[config.mk]
export PLATFORM = sky130hd
export DESIGN_NAME = pit_dncnt
export DESIGN_NICKNAME = d
export VERILOG_FILES = /design/src/rtl/pit_dncnt_pkg.sv /design/src/rtl/pit_dncnt_dncnt_n.sv /design/src/rtl/pit_dncnt.sv
export SDC_FILE = /design/constraint.sdc
export NUM_CORES = 1
export LEC_CHECK = 0
export ABC_AREA = 1
export ABC_CLOCK_PERIOD_IN_PS = 2200
export CAP_MARGIN = 20
export CORE_ASPECT_RATIO = 1.75
export CORE_MARGIN = 2
export CORE_UTILIZATION = 55
export DETAILED_ROUTE_END_ITERATION = 8
export GPL_TIMING_DRIVEN = 0
export PLACE_DENSITY = 0.91
export SLEW_MARGIN = 20
export SYNTH_ARGS = -nofsm -noshare
export SYNTH_HDL_FRONTEND = slang
export SYNTH_SLANG_ARGS = --single-unit
export TNS_END_PERCENT = 30
[constraint.sdc]
create_clock -name clk -period 2.2 [get_ports clk]
set_input_delay 0.33 -clock clk [delete_from_list [all_inputs] [get_ports clk]]
set_output_delay 0.33 -clock clk [all_outputs]
set_load 0.1 [all_outputs]
[src/rtl/pit_dncnt_pkg.sv]
// Shared definitions for the programmable interval timer (pit_dncnt).
//   MODE_ONESHOT / MODE_PERIODIC : values of the mode input
//   PRE_W_DEF / DIV_W_DEF        : default counter widths
//   run_state_t                  : armed/idle state of the timer
package pit_dncnt_pkg;

    localparam logic MODE_ONESHOT  = 1'b0;
    localparam logic MODE_PERIODIC = 1'b1;

    localparam int unsigned PRE_W_DEF = 16;
    localparam int unsigned DIV_W_DEF = 16;

    typedef enum logic {
        ST_IDLE = 1'b0,
        ST_RUN  = 1'b1
    } run_state_t;

endpackage

[src/rtl/pit_dncnt_dncnt_n.sv]
// W-bit loadable down counter with a reload register.
//   clk, reset : clock, async active-high reset (clears count and reload)
//   din        : load data
//   ld         : reload reg and count take din (highest priority)
//   restart    : count takes the reload value
//   step       : count down one; at zero either reload (wrap=1) or hold (wrap=0)
//   wrap       : reload-on-zero enable
//   q          : current count
//   zero_c     : count is zero (combinational)
//   bo_c       : borrow out, step while at zero (combinational)
module dncnt_n #(
    parameter int unsigned W = 16
) (
    input  logic         clk,
    input  logic         reset,
    input  logic [W-1:0] din,
    input  logic         ld,
    input  logic         restart,
    input  logic         step,
    input  logic         wrap,
    output logic [W-1:0] q,
    output logic         zero_c,
    output logic         bo_c
);

    logic [W-1:0] rel;

    // Count/reload register; never wraps below zero
    always_ff @(posedge clk or posedge reset) begin
        if (reset) begin
            rel <= '0;
            q   <= '0;
        end else if (ld) begin
            rel <= din;
            q   <= din;
        end else if (restart) begin
            q <= rel;
        end else if (step) begin
            if (zero_c) begin
                if (wrap) begin
                    q <= rel;
                end
            end else begin
                q <= q - W'(1);
            end
        end
    end

    assign zero_c = (q == '0);
    assign bo_c   = step & zero_c;

endmodule

[src/rtl/pit_dncnt.sv]
// Programmable interval timer: prescaler feeding a divider, periodic or one-shot,
// with a registered expiry pulse and a sticky interrupt.
//   clk, reset : clock, async active-high reset (clears all state)
//   din        : load data, LSBs used per counter
//   pre_ld     : load prescaler reload and count
//   div_ld     : load divider reload and count, restart prescaler, arm timer
//   en         : count enable
//   mode       : 0 one-shot, 1 periodic
//   irq_ack    : clear irq
//   pre_q      : prescaler count
//   div_q      : divider count
//   run        : timer armed
//   co         : combinational expiry strobe
//   tick       : registered one-cycle expiry pulse
//   irq        : sticky interrupt request
module pit_dncnt
    import pit_dncnt_pkg::*;
#(
    parameter  int unsigned PRE_W = PRE_W_DEF,
    parameter  int unsigned DIV_W = DIV_W_DEF,
    localparam int unsigned DIN_W = (PRE_W > DIV_W) ? PRE_W : DIV_W
) (
    input  logic             clk,
    input  logic             reset,
    input  logic [DIN_W-1:0] din,
    input  logic             pre_ld,
    input  logic             div_ld,
    input  logic             en,
    input  logic             mode,
    input  logic             irq_ack,
    output logic [PRE_W-1:0] pre_q,
    output logic [DIV_W-1:0] div_q,
    output logic             run,
    output logic             co,
    output logic             tick,
    output logic             irq
);

    run_state_t state, state_nxt;
    logic       pb;
    logic       div_bo;
    logic       pre_zero;
    logic       div_zero;

    // Prescaler: free-runs while armed and enabled, always reloads at zero
    dncnt_n #(.W(PRE_W)) u_pre (
        .clk     (clk),
        .reset   (reset),
        .din     (din[PRE_W-1:0]),
        .ld      (pre_ld),
        .restart (div_ld),
        .step    (run & en),
        .wrap    (1'b1),
        .q       (pre_q),
        .zero_c  (pre_zero),
        .bo_c    (pb)
    );

    // Divider: steps on prescaler borrow; reloads at zero only in periodic mode
    dncnt_n #(.W(DIV_W)) u_div (
        .clk     (clk),
        .reset   (reset),
        .din     (din[DIV_W-1:0]),
        .ld      (div_ld),
        .restart (1'b0),
        .step    (pb),
        .wrap    (mode == MODE_PERIODIC),
        .q       (div_q),
        .zero_c  (div_zero),
        .bo_c    (div_bo)
    );

    // A divider load on the expiry cycle suppresses that expiry
    assign co  = div_bo & ~div_ld;
    assign run = (state == ST_RUN);

    // Armed-state register
    always_ff @(posedge clk or posedge reset) begin
        if (reset) begin
            state <= ST_IDLE;
        end else begin
            state <= state_nxt;
        end
    end

    // Arm on divider load, disarm on one-shot expiry
    always_comb begin
        state_nxt = state;
        if (div_ld) begin
            state_nxt = ST_RUN;
        end else if (co && (mode == MODE_ONESHOT)) begin
            state_nxt = ST_IDLE;
        end
    end

    // Expiry pulse and sticky interrupt; a set beats a simultaneous ack
    always_ff @(posedge clk or posedge reset) begin
        if (reset) begin
            tick <= 1'b0;
            irq  <= 1'b0;
        end else begin
            tick <= co;
            if (tick) begin
                irq <= 1'b1;
            end else if (irq_ack) begin
                irq <= 1'b0;
            end
        end
    end

endmodule

# Yosys cells after proc, flatten, opt, wreduce, memory -nomap -nowiden
# Index checks and enable logic that the tools add are counted.
# totals
in_bits	23
word_cells	36
reg_bits	67
# classes
reduce_logical	8
eq_ne	1
mux	12
bitwise_logic	6
add_sub_neg	2
# ops
cell	n
2-to-1 mux 16 bit	8
zero test 16 bit	2
subtractor 16 x 1 -> 16 bit, second input constant	2
nonzero test 2 bit	3
AND 1 bit	4
2-to-1 mux 1 bit	4
!= test 3 bit, second input constant	1
nonzero test 3 bit	1
NOT 1 bit	2
AND reduction 2 bit	1
logical AND 1 bit	1

# Longest topological paths before layout
# logic_depth
depth_word	7
depth_mapped	11
depth_no_buf	11

# Cells and area by module
# Synthesis repeated with hierarchy kept, for this count alone.
# unflattened
cells_unflattened	602
hier_area_um2	4170.2
# by_module_without_submodules
module	area_each_um2	cells_per_inst	n_inst
dncnt_n	2015.7	292	2
pit_dncnt	138.9	18	1

# Worst setup path after synthesis
# No wires, ideal clock.
# synth_path
kind	reg-to-reg
startpoint	reg u_pre.q[0]
endpoint	reg tick
setup_slack_ns	-2.643
setup_time_ns	0.424
t_arrival_ns	4.419
stages_incl_launch_ff	7
cell_sequence	dfrtp_1 inv_1 ha_1 nand4_1 nor2_1 nand3_1 nor4_1
# synth_between
elab_chain_len	4
# synth_rtl
element	line	rtl
start, declared	pit_dncnt_dncnt_n.sv:21	output logic [W-1:0] q,
start signal, assigned	pit_dncnt_dncnt_n.sv:35	q <= din;
start signal, assigned	pit_dncnt_dncnt_n.sv:37	q <= rel;
start signal, assigned	pit_dncnt_dncnt_n.sv:41	q <= rel;
zero test 16 bit	pit_dncnt_dncnt_n.sv:49	assign zero_c = (q == '0);
AND 1 bit (2 in series)	pit_dncnt_dncnt_n.sv:50	assign bo_c = step & zero_c;
AND 1 bit	pit_dncnt.sv:74	assign co = div_bo & ~div_ld;
net co	pit_dncnt.sv:34	output logic co,
end signal, assigned	pit_dncnt.sv:102	tick <= co;
end, declared	pit_dncnt.sv:35	output logic tick,
# The timed path passes the listed nets, and every way through them passes these cells.
# A chain may end at the register's enable or synchronous reset.

# Worst setup path after layout
# layout_path
startpoint	reg u_div.q[0]
endpoint	out co
# layout_between
elab_chain_len	3
# layout_rtl
element	line
start, declared	pit_dncnt_dncnt_n.sv:21
start signal, assigned	pit_dncnt_dncnt_n.sv:35
start signal, assigned	pit_dncnt_dncnt_n.sv:37
start signal, assigned	pit_dncnt_dncnt_n.sv:41
zero test 16 bit	pit_dncnt_dncnt_n.sv:49
AND 1 bit	pit_dncnt_dncnt_n.sv:50
AND 1 bit	pit_dncnt.sv:74
end, declared	pit_dncnt.sv:34
# Every way passes these cells.

==> flow_summary.ini <==
[setup_path]
crit_required_ns = 1.87
cp.arrival_ns = 2.04
start_kind = register
path_max_fanout = 3
end_kind = output pin
critPathKind = reg -> out

[finish]
layout_common_cells = nand2_1, nand3_1, inv_1
num_antenna_cells = 0
fin_nets = 699
n_fill_cell = 546
utilization_pct = 73.7
drive_gt1_share_pct = 16.0
final_common_cell = nand2_1
fin_cells = 763
area_delta_synth_final_pct = 30.1
design_area_mm2 = 0.00530

[floorplan]
dieArea_mm2 = 0.00813
ios = 59
row_count = 41
start_util_pct = 56.7
die_w_um = 69.0
core_mm2 = 0.00718
fp.dieH_um = 118

[sta]
finalSetupViolations = 1
maxSlewHeadroom_pct = 35.0
clock_skew_ns = 0.00654
setup_ws_ns = -0.167
final_max_slew_viol_count = 0
tightest_slew_ns = 0.972
min_period_over_period_pct = 108
max_freq_mhz = 423
layout_min_cycle_time_ns = 2.37
hold_viol = 0
rsz0062_at_grt = yes

[synth]
synth-main-ff-cell = dfrtp_1
synth_area_leaders = dfrtp_1, nand2_1, nand3_1, inv_1, nor2_1
synthXorXnorAreaFrac_pct = 1.51
synth_simple_gate_area_share_pct = 35.9
synth_top_family_by_area = simple AND/OR/NAND/NOR gates
ys_ff_latch = 67
synth-seq-area-share_pct = 41.2
syn_area_per_cell_um2 = 6.91
syn-num-nets = 616
async_reset_ff_share_pct = 100
yosys.area.top_type = dfrtp_1
synth_compound_area_share_pct = 11.4
ys_types = 30
synth_top_cell_area_share_pct = 41.2
synth_fa_ha_area_share_pct = 1.23
muxShareOfSynthArea_pct = 0
syn_area_mm2 = 0.00407
synth-edff-count = 0
synth_warnings = 0
syn_inst = 589

[global_route]
grt_overflow = 0
grt_pass1_wl_um = 19400
grt_max_degree = 52
grt_pass1_vias = 4261
grt_usage_pct = 29.9
grt_antenna_before_repair = 0

[place]
dp_hpwl_um = 8680
numPortBuffers = 57
post_dp_cell_area_mm2 = 0.00486
gp_congestion = 0.868
post-place-cells = 733

[drt]
firstDrtPassIters = 6
antenna_left = 0
vias = 4370
wl_per_cell_um = 15.8
avgViaCountPerCell = 5.73
drc_errors = 0
drt_iter0_markers = 313
wl_um = 12100

[clock_tree]
cts.sinks = 67
cts.path.max_buffers = 2
tritoncts = built
insertion_delay_ns = 0.33
h-tree-depth = 3
hold_buffers = 0
cts_made_buffers = 9
cts_root_buf = clkbuf_16
clk_pin_slew_ns = 0.05

[power]
p_leak_nw = 2.63
swShare_pct = 39.6
clockPowerShare_pct = 31.9
vdd_drop_max_v = 0.000617
internal-power_mw = 2.67
combPwrFrac_pct = 33.4
power.density_mw_per_mm2 = 834
p_seq_share_pct = 34.6
netSwitchingPower_mw = 1.75

[status]
violations = setup timing
status = finished with violations

[min_path]
worst_hold_path_type = in -> async

[job]
max-cap-violations = 0
## kinds of logic after synthesis
logic type               Yosys count
AND/OR/NAND/NOR                  343
buffers and inverters             87
AO/OA/AOI/OAI                     81
flip-flops                        67
XOR/XNOR                           7
adder cells (fa/ha/maj)            4
## worst paths after layout
check                           depth (start not counted)                         to                      start  slack, ns
worst max-delay path                                    7                         co     u_div.q[0]$_DFFE_PP0P_      -0.17
worst min-delay path                                    2   u_div.rel[4]$_DFFE_PP0P_                      reset       0.31
worst max register to register                         12     u_div.q[6]$_DFFE_PP0P_     u_div.q[0]$_DFFE_PP0P_       0.25
worst min register to register                          2  u_div.rel[12]$_DFFE_PP0P_  u_div.rel[12]$_DFFE_PP0P_       0.47
max in group asynchronous                               3    u_pre.q[13]$_DFFE_PP0P_                      reset       1.35
min in group clk                                        3    u_pre.q[13]$_DFFE_PP0P_                     pre_ld       0.44
## timing repair
action	in CTS	in global routing
setup buffers	5	9
pin swaps	5	8
cloned	0	0
endpoints found under the setup margin	26	7
gates resized for setup	41	16
## cell usage after synthesis, types with 2 or more instances
| cell type | count |
|---|---|
| buf_6 | 3 |
| buf_1 | 3 |
| a21boi_2 | 2 |
| nand3_2 | 2 |
| inv_1 | 68 |
| clkbuf_1 | 6 |
| o21ai_0 | 36 |
| nand2_1 | 187 |
| nor2_1 | 57 |
| a21boi_0 | 6 |
| nand4_1 | 6 |
| dfrtp_1 | 67 |
| a21oi_1 | 32 |
| xor2_1 | 7 |
| buf_2 | 5 |
| nor3_1 | 3 |
| nor2_4 | 2 |
| nand3_1 | 72 |
| nor2_2 | 9 |
| nand2_2 | 3 |
| ha_1 | 4 |
## worst max-delay path: stages, from the launching register on
cell	delay, ns
dfrtp_2	0.43
inv_4	0.08
ha_4	0.16
nand2_2	0.06
nor2_2	0.13
nand3_2	0.13
nor4_4	0.42
buf_6	0.28
## flip-flops by register name, summed over array words and instances, names as in the netlist
signal / flops
u_div.q: 16
u_div.rel: 16
u_pre.q: 16
u_pre.rel: 16
irq: 1
run: 1
tick: 1
## per-layer routing
metal	track usage [%]	wire length [µm]
met4	25.0	918
met1	30.4	4220
met5	0	0
met3	4.20	640
met2	52.4	6320
## cell type report
type                    instances  area (µm²)  area share (%)
multi-input cells             435        2130            40.2
flip-flops and latches         67        1720            32.4
repair buffers                 72         687            13.0
inverters                      69         267            5.03
clock buffers                  13         250            4.72
well taps                      86         108            2.03
plain buffers                  18         100            1.89
clock inverters                 3        40.0           0.756
## per-stage QoR
step	total power, mW	hold WS [ns]	TNS [ns]	setup slack (ns)
floorplan	2.58	0.428	-0.674	-0.384
global placement	2.94	0.451	-64.61	-1.09
detailed placement	2.97	0.455	-1.10	-1.10
CTS	4.36	0.311	-0.168	-0.168
global route	4.59	0.322	-0.192	-0.192
finish	4.42	0.306	-0.167	-0.167
## power by group through the flow
stage	combinational, mW	clock (mW)	sequential, mW
4_1_cts	1.43	1.41	1.52
2_1_floorplan	0.496	0	2.09
3_5_place_dp	1.43	0	1.54
6_report	1.48	1.41	1.53
3_3_place_gp	1.40	0	1.53
5_1_grt	1.57	1.47	1.55
Power figures use the tool's default switching activity.
